--- src/rtl/cbus_rr_arbiter.sv ---
// Round-robin arbiter sharing one cbus master port between NUM_REQ requesters.
// A grant is held for a whole transaction and released on the response last beat.
module cbus_rr_arbiter #(
    parameter int NUM_REQ    = 2,
    parameter int ADDR_WIDTH = 32,
    parameter int DATA_WIDTH = 32
) (
    input  logic                              clk,
    input  logic                              resetn,
    input  logic [NUM_REQ-1:0]                ireq_valid,
    input  logic [NUM_REQ-1:0]                ireq_is_write,
    input  logic [3*NUM_REQ-1:0]              ireq_size,
    input  logic [ADDR_WIDTH*NUM_REQ-1:0]     ireq_addr,
    input  logic [(DATA_WIDTH/8)*NUM_REQ-1:0] ireq_strobe,
    input  logic [DATA_WIDTH*NUM_REQ-1:0]     ireq_data,
    input  logic [4*NUM_REQ-1:0]              ireq_len,
    output logic [NUM_REQ-1:0]                iresp_ready,
    output logic [NUM_REQ-1:0]                iresp_last,
    output logic [DATA_WIDTH-1:0]             iresp_data,
    output logic                              oreq_valid,
    output logic                              oreq_is_write,
    output logic [2:0]                        oreq_size,
    output logic [ADDR_WIDTH-1:0]             oreq_addr,
    output logic [DATA_WIDTH/8-1:0]           oreq_strobe,
    output logic [DATA_WIDTH-1:0]             oreq_data,
    output logic [3:0]                        oreq_len,
    input  logic                              oresp_ready,
    input  logic                              oresp_last,
    input  logic [DATA_WIDTH-1:0]             oresp_data,
    output logic                              busy,
    output logic [NUM_REQ-1:0]                grant
);

    localparam int SW     = (NUM_REQ > 1) ? $clog2(NUM_REQ) : 1;
    localparam int STRB_W = DATA_WIDTH / 8;

    typedef enum logic {
        IDLE,
        BUSY
    } state_t;

    state_t          state;
    state_t          state_nx;
    logic [SW-1:0]   ptr;
    logic [SW-1:0]   ptr_nx;
    logic [SW-1:0]   sel;
    logic [SW-1:0]   sel_nx;
    logic [SW-1:0]   winner;
    logic [SW-1:0]   idx;
    int              idx_i;
    logic            any_valid;
    logic [NUM_REQ-1:0] sel_oh;

    // Round-robin scan starting at ptr; the closest valid requester wins.
    always_comb begin
        winner    = ptr;
        any_valid = 1'b0;
        idx_i     = 0;
        idx       = '0;
        for (int i = NUM_REQ - 1; i >= 0; i--) begin
            idx_i = int'(ptr) + i;
            if (idx_i >= NUM_REQ) idx_i = idx_i - NUM_REQ;
            idx = SW'(idx_i);
            if (ireq_valid[idx]) begin
                winner    = idx;
                any_valid = 1'b1;
            end
        end
    end

    // Next state: arbitrate in IDLE, release on the last response beat.
    always_comb begin
        state_nx = state;
        sel_nx   = sel;
        ptr_nx   = ptr;
        unique case (state)
            IDLE: begin
                if (any_valid) begin
                    sel_nx   = winner;
                    state_nx = BUSY;
                end
            end
            BUSY: begin
                if (oresp_ready && oresp_last) begin
                    state_nx = IDLE;
                    if (sel == SW'(NUM_REQ - 1)) ptr_nx = '0;
                    else                         ptr_nx = sel + SW'(1);
                end
            end
            default: state_nx = IDLE;
        endcase
    end

    // State, pointer and selection registers with synchronous reset.
    always_ff @(posedge clk) begin
        if (!resetn) begin
            state <= IDLE;
            ptr   <= '0;
            sel   <= '0;
        end else begin
            state <= state_nx;
            ptr   <= ptr_nx;
            sel   <= sel_nx;
        end
    end

    // Request field mux from the selected requester.
    always_comb begin
        oreq_is_write = ireq_is_write[0];
        oreq_size     = ireq_size[2:0];
        oreq_addr     = ireq_addr[ADDR_WIDTH-1:0];
        oreq_strobe   = ireq_strobe[STRB_W-1:0];
        oreq_data     = ireq_data[DATA_WIDTH-1:0];
        oreq_len      = ireq_len[3:0];
        for (int k = 0; k < NUM_REQ; k++) begin
            if (sel == SW'(k)) begin
                oreq_is_write = ireq_is_write[k];
                oreq_size     = ireq_size[3*k +: 3];
                oreq_addr     = ireq_addr[ADDR_WIDTH*k +: ADDR_WIDTH];
                oreq_strobe   = ireq_strobe[STRB_W*k +: STRB_W];
                oreq_data     = ireq_data[DATA_WIDTH*k +: DATA_WIDTH];
                oreq_len      = ireq_len[4*k +: 4];
            end
        end
    end

    // Grant, valid and response steering; only the granted requester sees beats.
    always_comb begin
        sel_oh      = NUM_REQ'(1) << sel;
        busy        = (state == BUSY);
        grant       = busy ? sel_oh : '0;
        oreq_valid  = busy & ireq_valid[sel];
        iresp_ready = grant & {NUM_REQ{oresp_ready}};
        iresp_last  = grant & {NUM_REQ{oresp_last}};
        iresp_data  = oresp_data;
    end

endmodule

--- config.mk ---
export PLATFORM = sky130hd
export DESIGN_NAME = cbus_rr_arbiter
export DESIGN_NICKNAME = d
export VERILOG_FILES = /design/src/rtl/cbus_rr_arbiter.sv
export SDC_FILE = /design/constraint.sdc
export NUM_CORES = 1
export LEC_CHECK = 0
export ABC_AREA = 1
export BUFFER_PORTS_ARGS = -buffer_cell sky130_fd_sc_hd__buf_2
export CAP_MARGIN = 20
export CORE_AREA = 2 2 119 121
export DETAILED_ROUTE_END_ITERATION = 16
export DIE_AREA = 0 0 121 123
export PLACE_DENSITY = 0.43
export SYNTH_ARGS = -nofsm -noshare
export SYNTH_HDL_FRONTEND = slang
export SYNTH_SLANG_ARGS = --single-unit
--- constraint.sdc ---
create_clock -name clk -period 1.1 [get_ports clk]
set_input_delay 0.22 -clock clk [delete_from_list [all_inputs] [get_ports clk]]
set_output_delay 0.22 -clock clk [all_outputs]
set_load 0.005 [all_outputs]
==> results of run 1 <==
routing by layer:
layer  track usage (%)  up-vias  share of wire [%]
li1                  -     1300                  -
met1              7.62      976                 34
met2              17.0      183                 52
met3              2.68        4                 13
met4              1.67        0               0.40
met5                 0        -                  0
Yosys cell counts, drive strengths merged:
library cell and number:
nand2 238, nor2 7, dfxtp 3, a21oi 2
inv 9, buf 48, nand3 3, clkbuf 1
what timing repair did:
item / in CTS / in global routing
setup endpoints to repair: 83 / 84
setup buffers: 1 / 2
resized for setup: 7 / 10
worst max path at each step:
stage | cells after the start | slack, ns | to | from
6_report | 5 | -0.26 | oreq_data[13] | sel
4_1_cts | 5 | -0.27 | oreq_addr[5] | sel
3_3_place_gp | 5 | -0.06 | oreq_data[13] | sel
3_5_place_dp | 6 | -0.05 | oreq_valid | sel
5_1_grt | 6 | -0.32 | oreq_valid | sel
2_1_floorplan | 6 | 0.02 | oreq_addr[0] | sel
worst max-delay path, cell delays in order, from the launching register on:
cell	delay, ns
dfxtp_4	0.36
buf_12	0.15
buf_4	0.15
nand2_1	0.07
nand2_2	0.07
buf_2	0.12
cells in the final DEF, fill, tap and decap left out, drive strengths merged:
cell type	instances
dfxtp	3
inv	9
nor2	7
nand2	238
a21oi	2
nand3	3
clkbuf	4
buf	254
kinds of logic (layout without fill, tap and decap cells):
group,count (synthesis),count (layout),share of synthesized area (%)
DFF,3,3,4.29
AOI/OAI and AO/OA,2,2,0.716
buffers and inverters,58,267,27.6
and+or+nand+nor,248,248,67.4
registers in the layout, summed over array words and instances (netlist names):
| name | count |
|---|---|
| sel | 1 |
| busy | 1 |
| ptr | 1 |
stage by stage:
step,setup slack [ns],instances,util (%),hold slack [ns],total power [W]
2_1_floorplan,0.0239,311,-,0.344,0.000611
3_3_place_gp,-0.0565,693,19.3,0.440,0.00115
3_5_place_dp,-0.0527,693,19.3,0.440,0.00114
4_1_cts,-0.266,698,20.1,0.253,0.00173
5_1_grt,-0.317,700,20.4,0.285,0.00189
6_report,-0.259,700,20.4,0.250,0.00173
where the power goes:
group | total, W | leakage (nW) | switching (W) | internal, W
clock network | 0.000570 | 0.0382 | 0.0000922 | 0.000478
logic | 0.00104 | 1.81 | 0.000484 | 0.000556
registers | 0.000124 | 0.0255 | 0.00000856 | 0.000116
final cells by class:
class / instances / area share, %
clock buffer: 4 / 2.84
timing repair buffer: 254 / 50.1
sequential: 3 / 2.30
tap: 180 / 8.10
inverter: 9 / 1.31
multi-input combinational: 250 / 35.4
==> metrics.md, run 1 <==
| Metric | Value |
|---|---|
| Hpwl dp | `6270 µm` |
| Avg WL per Cell | `10.4 µm` |
| DR pass1 iterations | `4` |
| Hold Buf Count CTS | `0` |
| Leakage | `1.87 nW` |
| CP Class | `reg -> out` |
| FF-to-FF End | `ptr` |
| Final wirelength | `7290 µm` |
| FF+latch count, synth | `3` |
| Core area | `13,600 µm²` |
| Gr ovfl total | `0` |
| Die height | `123 µm` |
| Synth area leader | `nand2_1` |
| Setup violations, final | `83` |
| Initial antenna violation count | `0` |
| Setup tns final | `-17.63 ns` |
| CTS clk-pin slew, worst paths | `0.03 ns` |
| Synth warn | `0` |
| Antenna Nets Post-Route | `0` |
| Yosys top cell area share | `63.9%` |
| Multi-input logic area | `983 µm²` |
| Clock sinks | `3` |
| Worst setup slack after layout | `-0.259 ns` |
| Max Slew Vio Count | `0` |
| Crit path required time | `0.88 ns` |
| Hold EP | `busy` |
| Min-Delay Path Depth | `3` |
| Die ar. | `14,900 µm²` |
| CTS tree | `done` |
| Vias post-DR | `2,463` |
| Diode count | `0` |
| CP Launch Type | `flip-flop` |
| Hold wc startpoint | `resetn` |
| Min-delay worst type | `in -> reg` |
| Post-layout instance area | `2780 µm²` |
| Synth unique cells | `12` |
| Post-synth net total | `501` |
| Netlist Area Pre-Place | `1400 µm²` |
| Filler Cells Inserted | `1,591` |
| Clock Skews | `0.000432 ns` |
| Starting DRT DRC Count | `66` |
| Register Area | `63.8 µm²` |
| DR DRC count | `0` |
| Final period util | `124%` |
| Clk_lat worst skew | `0.22 ns` |
| Chip Width | `121 µm` |
| Rel. slew slack | `87.8%` |
| Peak VDD IR | `0.416 mV` |
| Cell count after synthesis | `311` |
| NumNets Final | `711` |
| Achievable Freq | `736 MHz` |
| Initial core utilization | `10.3%` |
| Reg2reg start | `sel` |
| Post-synthesis sequential area ratio | `4.29%` |
| Mean post-synth cell area | `4.50 µm²` |
| MaxCap Viol Count | `0` |
| Layout cells sized above 1 | `52.1%` |
| Worst-case clock buffer depth | `2` |
| I/O Pins | `306` |
| Failing checks | `negative setup slack` |
| Core Rows | `43` |
| CTS H-tree lvls | `1` |
| Global-route wire length before repair | `9830 µm` |
| Via density | `3.52` |
| Outcome | `finished with violations` |
| Crit path arrival time | `1.14 ns` |
| CP Max Fanout | `10` |
| Cell Pwr Density | `624 nW/µm²` |
| Crit path capture type | `output port` |
| Largest net degree at the start of global routing | `38` |
| Top cells by area, synth | `nand2_1 (64%), buf_4 (22%), dfxtp_1 (4.3%)` |
| Actual slew at the worst max-slew pin | `0.183 ns` |
| Unrepaired setup endpoints after global routing | `true` |
| Post-Place Cell Area | `2630 µm²` |
| TritonCTS Buffers | `3` |
| Fin. Hold Viols | `0` |
| GRT Overall Usage | `8.17%` |
| Time the worst path needs with I/O delays and setup | `1.36 ns` |
| Reg2Reg Setup Slack | `0.06 ns` |
| R2r worst-path depth | `5` |
| Vias in the first global route | `2,153` |
| Root Driver | `clkbuf_16` |
| Area grow syn2layout | `98.7%` |
| Port-buffer cells | `241` |
| GPL Wtd Cong | `0.749` |
No activity file was read; power rests on OpenSTA's default activity.
==> run 2: changes to the inputs <==
- TNS_END_PERCENT: not set -> 1
==> run 2 against run 1 <==
Cell count grew 0.57%; maximum frequency shrank 1.0%; the run still ends with negative setup slack left; combinational power is essentially flat; clock skew is essentially flat; final area grew 1.6%; flip-flop and latch count is the same; via count grew 1.1%; critical endpoint is now oreq_addr[22]; routed wire length grew 3.5%; sequential power is essentially flat; critical path depth is the same; clock power is essentially flat.
==> metrics.md, run 2 (synthesized netlist as in run 1, its figures left out) <==
| Metric | Value |
|---|---|
| CTS tree | `done` |
| Reg2reg start | `sel` |
| Layout cells sized above 1 | `51.3%` |
| Initial antenna violation count | `0` |
| Achievable Freq | `728 MHz` |
| Top Family by Delay on Critical Path | `buffers and inverters` |
| Time the worst path needs with I/O delays and setup | `1.37 ns` |
| Part of the power in combinational logic | `60.4%` |
| Highest routed layer | `met4` |
| Starting DRT DRC Count | `64` |
| Avg WL per Cell | `10.7 µm` |
| Fin. Hold Viols | `0` |
| R2r worst-path depth | `6` |
| Area grow syn2layout | `102%` |
| Failing checks | `negative setup slack` |
| Core Rows | `43` |
| MaxCap Viol Count | `0` |
| Reg2Reg Setup Slack | `-0.02 ns` |
| Clock Skews | `0.000532 ns` |
| NumNets Final | `715` |
| Vias in the first global route | `2,149` |
| Slowest stage delay, CP | `0.37 ns` |
| Initial core utilization | `10.3%` |
| CP Max Fanout | `4` |
| DR DRC count | `0` |
| CTS clk-pin slew, worst paths | `0.03 ns` |
| CP Launch Type | `flip-flop` |
| Hold wc startpoint | `resetn` |
| Actual slew at the worst max-slew pin | `0.175 ns` |
| CP dominant cell by count | `nand2_1` |
| Antenna Nets Post-Route | `0` |
| Rel. slew slack | `88.3%` |
| Crit path capture type | `output port` |
| Final core utilization | `20.8%` |
| Core area | `13,600 µm²` |
| I/O Pins | `306` |
| Switch Pwr | `0.000588 W` |
| Setup violations, final | `84` |
| Hold Buf Count CTS | `0` |
| Cell Pwr Density | `622 nW/µm²` |
| Gr ovfl total | `0` |
| Crit path cell chain | `clkbuf_16, buf_4, nand2_1, nand2_1, buf_2` |
| Final period util | `125%` |
| Post-layout instance area | `2830 µm²` |
| Leakage | `1.90 nW` |
| Filler Cells Inserted | `1,585` |
| Cell Count, Final, Fillers Out | `704` |
| Internal power | `0.00117 W` |
| Hold EP | `busy` |
| GPL Wtd Cong | `0.749` |
| CP Class | `reg -> out` |
| Max Slew Vio Count | `0` |
| Global-route wire length before repair | `9760 µm` |
| DR pass1 iterations | `4` |
| Met2 wire length | `3950 µm` |
| Worst setup slack after layout | `-0.273 ns` |
| Vias post-DR | `2,491` |
| M1 WL | `2570 µm` |
| TritonCTS Buffers | `3` |
| Port-buffer cells | `241` |
| Flop pwr share | `7.2%` |
| GRT Overall Usage | `8.12%` |
| CP max-delay cell | `dfxtp_4` |
| Crit path arrival time | `1.15 ns` |
| Clock sinks | `3` |
| Peak VDD IR | `0.416 mV` |
| Die ar. | `14,900 µm²` |
| Outcome | `finished with violations` |
| Detail Route met3 WL | `990 µm` |
| Chip Width | `121 µm` |
| Most common cell after layout, fill and taps aside | `buf_2` |
| Die height | `123 µm` |
| Hpwl dp | `6270 µm` |
| CTS H-tree lvls | `1` |
| Via density | `3.54` |
| Largest net degree at the start of global routing | `38` |
| Min-Delay Path Depth | `3` |
| Placed cell count | `693` |
| Post-Place Cell Area | `2630 µm²` |
| Unrepaired setup endpoints after global routing | `true` |
| Most frequent cells in the layout | `buf_2 (241), nand2_1 (236), inv_1 (7), buf_12 (6), buf_4 (6)` |
| Final wirelength | `7540 µm` |
| Sw frac | `33.4%` |
| Clk_lat worst skew | `0.22 ns` |
| Root Driver | `clkbuf_16` |
| Clock Power Share | `32.4%` |
| Worst-case clock buffer depth | `2` |
| Diode count | `0` |
| FF-to-FF End | `ptr` |
| Buffers and inverters on the worst path | `3` |
| Crit path required time | `0.88 ns` |
| Min-delay worst type | `in -> reg` |
run 2: how the worst max path moves through the flow:
stage	startpoint	end	slack [ns]	cells past startpoint
6_report	sel	oreq_addr[22]	-0.27	5
5_1_grt	sel	oreq_data[27]	-0.33	5
4_1_cts	sel	oreq_data[0]	-0.29	5
3_5_place_dp	sel	oreq_valid	-0.05	6
3_3_place_gp	sel	oreq_data[13]	-0.06	5
2_1_floorplan	sel	oreq_addr[0]	0.02	6
run 2: layout make-up:
| type | instances | area [µm²] | area share (%) |
|---|---|---|---|
| Tap cell | 180 | 225 | 7.97 |
| Multi-Input combinational cell | 250 | 963 | 34.1 |
| Sequential cell | 3 | 63.8 | 2.26 |
| Timing Repair Buffer | 258 | 1460 | 51.5 |
| Inverter | 9 | 38.8 | 1.37 |
| Clock buffer | 4 | 78.8 | 2.79 |
run 2: what timing repair did:
item / CTS / global route
gates cloned: 0 / 2
endpoints found under the hold margin: 0 / 0
endpoints found under the setup margin: 83 / 83
pin swaps: 0 / 2
gates resized for setup: 0 / 12
setup buffers: 0 / 5
run 2: power groups by stage:
stage                     Combinational [W]  Sequential (W)  Clock (W)
after floorplan                    0.000490        0.000122          0
after global placement              0.00103        0.000126          0
after detailed placement            0.00102        0.000126          0
after CTS                           0.00102        0.000124   0.000579
after global routing                0.00119        0.000128   0.000592
final                               0.00106        0.000127   0.000569
run 2: per-stage QoR:
stage / setup WS (ns) / total power [W] / setup TNS (ns) / hold WS [ns]
after CTS: -0.289 / 0.00172 / -21.30 / 0.253
after detailed placement: -0.0527 / 0.00114 / -1.77 / 0.440
after global routing: -0.330 / 0.00191 / -24.01 / 0.299
after floorplan: 0.0239 / 0.000611 / 0 / 0.344
after global placement: -0.0565 / 0.00115 / -1.65 / 0.440
final: -0.273 / 0.00176 / -18.74 / 0.250
run 2: tightest hold or removal path, delay by kind of cell:
family	cells	cell delay [ns]
AOI/OAI and AO/OA	1	0.04
and+or+nand+nor	1	0.06
buffers and inverters	1	0.10
run 2: metal layers:
metal  vias up  GRT usage [%]
li1       1310              -
met1       990           7.59
met2       187           16.9
met3         4           2.68
met4         0           1.67
met5         -              0
